===== src/rtl/ttl_sync_counter_n.sv =====
`default_nettype none
// ============================================================================
//  Module      : ttl_sync_counter_n
//  Description : WIDTH-bit synchronous modulo counter (161/163 successor) with
//                parallel load, up/down, enp/ent cascade and ripple carry out.
//                Optional macro TTL_CNT_AUTORELOAD_EN: terminal-count events
//                reload din instead of wrapping.
//  Revision    : 1.0 - initial release
// ============================================================================
module ttl_sync_counter_n #(
    parameter int WIDTH   = 4,
    parameter int MODULUS = 16
) (
    input  logic             clk,
    input  logic             res,
    input  logic [WIDTH-1:0] din,
    input  logic             n_load,
    input  logic             enp,
    input  logic             ent,
    input  logic             up,
    output logic [WIDTH-1:0] q,
    output logic             max_min,
    output logic             rco
);

    localparam logic [WIDTH-1:0] c_TERM = WIDTH'(MODULUS - 1);
    localparam logic [WIDTH-1:0] c_ZERO = '0;

    // Power-up value matches the reset value so the first count is defined.
    logic [WIDTH-1:0] r_q = '0;

    logic             w_at_top;
    logic             w_at_zero;
    logic             w_count;
    logic [WIDTH-1:0] w_wrap_up;
    logic [WIDTH-1:0] w_wrap_dn;
    logic [WIDTH-1:0] w_up_next;
    logic [WIDTH-1:0] w_dn_next;

    assign w_at_top  = (r_q == c_TERM);
    assign w_at_zero = (r_q == c_ZERO);
    assign w_count   = enp & ent;

`ifdef TTL_CNT_AUTORELOAD_EN
    assign w_wrap_up = din;
    assign w_wrap_dn = din;
`else
    assign w_wrap_up = c_ZERO;
    assign w_wrap_dn = c_TERM;
`endif

    // Out-of-range values fall through to plain binary inc/dec until they re-enter range.
    assign w_up_next = w_at_top  ? w_wrap_up : r_q + 1'b1;
    assign w_dn_next = w_at_zero ? w_wrap_dn : r_q - 1'b1;

    always_ff @(posedge clk) begin
        if (res) begin
            r_q <= c_ZERO;
        end else if (!n_load) begin
            r_q <= din;
        end else if (w_count) begin
            r_q <= up ? w_up_next : w_dn_next;
        end
    end

    assign q       = r_q;
    assign max_min = up ? w_at_top : w_at_zero;
    assign rco     = max_min & ent;

endmodule
`default_nettype wire


===== config.mk =====
export PLATFORM = sky130hd
export DESIGN_NAME = ttl_sync_counter_n
export DESIGN_NICKNAME = d
export VERILOG_FILES = /design/src/rtl/ttl_sync_counter_n.sv
export SDC_FILE = /design/constraint.sdc
export NUM_CORES = 1
export LEC_CHECK = 0
export ABC_AREA = 1
export BUFFER_PORTS_ARGS = -buffer_cell sky130_fd_sc_hd__buf_4
export CORE_AREA = 2 2 39 41
export DETAILED_ROUTE_END_ITERATION = 7
export DIE_AREA = 0 0 41 43
export HOLD_SLACK_MARGIN = 0.08
export SLEW_MARGIN = 30
export SYNTH_ARGS = -nofsm -noshare
export SYNTH_HDL_FRONTEND = slang
export SYNTH_SLANG_ARGS = --single-unit

===== constraint.sdc =====
create_clock -name clk -period 2.64 [get_ports clk]
set_clock_uncertainty 0.15 [all_clocks]
set_input_delay 0 -clock clk [delete_from_list [all_inputs] [get_ports clk]]
set_output_delay 0 -clock clk [all_outputs]
set_load 0.02 [all_outputs]

==> flow_summary.json <==
{
  "status": "finished, final reports clean",
  "synth-seq-area-share_pct": 23.88,
  "instances_no_fill": 101,
  "cts.clk_slew.worst_paths_ns": 0.03,
  "place_area_um2": 467.9,
  "die_width_um": 41,
  "cpPeakStageDelay_ns": 0.59,
  "drc_errors": 0,
  "avgSynthCellArea_um2": 5.988,
  "cts_hold_buf": 11,
  "timing.slew.headroom_pct": 79.28,
  "post_route_cells_drive_above_1_share_pct": 28.24,
  "antenna_found_initial": 0,
  "r2r_end": "q[2]",
  "ios": 16,
  "ant_nets": 0,
  "crit_required_ns": 2.66,
  "setup_ws_ns": 0.5553,
  "worstHoldPathCells": 3,
  "syn_area_um2": 335.3,
  "cts_resized": 0,
  "cp-end-kind": "flip-flop",
  "leakage_nw": 0.3052,
  "synth_largest_area_cell": "dfxtp_1",
  "area_delta_synth_final_pct": 79.10,
  "cts_setup_buffers": 0,
  "path_buf_inv": 4,
  "die-area_mm2": 0.001763,
  "ys_ff_latch": 4,
  "rsz0062_at_grt": "no",
  "hold_end": "rco",
  "slowest_stage": "dlygate4sd3_1",
  "antennaDiodeCount": 0,
  "grt_max_degree": 9,
  "critical_path.startpoint": "din[0]",
  "cts.path.max_buffers": 2,
  "cts_tree": "yes",
  "cap_violations": 0,
  "cts.htree.levels": 1,
  "p_total_mw": 0.2375,
  "fin_area_um2": 600.6,
  "num_rows": 14,
  "synth_nets": 68,
  "setup_tns_ns": 0,
  "drt_iter0_drc": 10,
  "initial_utilization_pct": 24.23,
  "r2r-start": "q[0]",
  "wl_per_cell_um": 9.683,
  "yosysTopAreaCellShare_pct": 23.88,
  "hp-class": "primary input to primary output",
  "place_ws_ns": 1.165,
  "crit_arrival_ns": 2.11,
  "track_usage_pct": 13.84,
  "place_inst": 87,
  "die_h_um": 43,
  "gp_congestion": 0.7233,
  "vdd_drop_max_v": 0.0003624,
  "reg2reg_slack_ns": 0.61,
  "ys_top_cells_by_area": "dfxtp_1, nand2_1, nor2_1",
  "finalNetCount": 99,
  "core_mm2": 0.001384,
  "syn-instance-count": 56,
  "crit_chain": "dlygate4sd3_1 -> buf_4 -> nor2_1 -> dlygate4sd3_1 -> a2111oi_1 -> dlygate4sd3_1",
  "first_pass_iters": 4,
  "portBuffers": 15,
  "slew_viol_final": 0,
  "max_freq_mhz": 479.7,
  "r2r_cells": 10,
  "clkLatencyLatePin_ns": 0.23,
  "p_per_area_mw_per_mm2": 395.5,
  "viasPerCell": 4.485,
  "root_buffer": "clkbuf_4",
  "yosysWarnings": 0,
  "numCtsBuffers": 3,
  "min_from": "ent",
  "cp-start-kind": "primary input",
  "largest_reg_flops": 4,
  "grt_remaining_overflow": 0,
  "routed_wl_um": 978,
  "holdWs_ns": 0.1697,
  "synth_cell_types": 16,
  "cts_sinks": 4,
  "path_class": "primary input to flip-flop",
  "grt_pass1_wl_um": 1628,
  "fin_crit_sh_pct": 78.97,
  "crit_family": "buffers and inverters",
  "finalSetupViolations": 0,
  "num_vias": 453,
  "fin_crit_ns": 2.085,
  "tightest_slew_ns": 0.3101,
  "place_hpwl_um": 686.1,
  "crit_top_cell": "dlygate4sd3_1",
  "cp_max_fo": 1,
  "grt_pass1_vias": 408,
  "hold_viol": 0,
  "fin_util_pct": 43.40
}
## worst max path at each step
stage               slack [ns]  depth (start not counted)    to
floorplan                 1.03                          6   rco
global placement          1.18                          9  q[2]
finish                    0.56                          6  q[0]
CTS                       0.57                          6  q[0]
detailed placement        1.16                          9  q[2]
global route              0.46                          6  q[0]
## logic make-up after synthesis
| kind of cell | synth area share (%) |
|---|---|
| and+or+nand+nor | 39.93 |
| AOI/OAI and AO/OA | 17.16 |
| buffers and inverters | 8.956 |
| DFF | 23.88 |
| adders and majority gates | 7.461 |
| xor gates and xnor gates | 2.612 |
## routing by layer
metal,vias up,part of all wire (%),GRT usage [%]
met5,-,0,0
met4,0,2.1,4.667
met3,2,7.0,6.283
met2,16,44,20.00
met1,197,47,17.63
li1,238,-,-
## tightest hold or removal path: cells and delay by family
family	cells	cell delay, ns
buffers and inverters	2	0.21
and+or+nand+nor	1	0.11
## synth_stat cells
library cell   n
a2111oi_1      1
a21oi_1        1
a21oi_2        3
a31oi_1        1
and2_1         1
dfxtp_1        4
ha_1           2
inv_1          5
inv_2          3
nand2_1       16
nand3_1        4
nand4_1        1
nor2_1        11
o21ai_0        1
o21ai_1        1
xnor2_1        1
## area by class of cell
| class | instances | area [um2] |
|---|---|---|
| fill | 138 | 783.3 |
| timing repair buffer | 26 | 222.7 |
| clock buffer | 3 | 22.52 |
| sequential | 4 | 80.08 |
| inverter | 8 | 30.03 |
| tap | 16 | 20.02 |
| multi-input combinational | 44 | 225.2 |
## where the power goes
group          total, mW  internal, mW  switching, mW
clock             0.0738        0.0507         0.0231
sequential        0.0750        0.0657        0.00924
combinational     0.0887        0.0467         0.0420
total              0.237         0.163         0.0744
## cells in the final DEF (no fill, tap or decap), types with 2 or more instances in the layout
cell type / n
inv_1: 5
clkbuf_4: 3
nor2_1: 11
nand3_1: 4
dfxtp_1: 4
nand2_1: 16
dlygate4sd3_1: 11
a21oi_2: 3
inv_2: 3
ha_1: 2
buf_4: 15
Power figures use the tool's default switching activity.
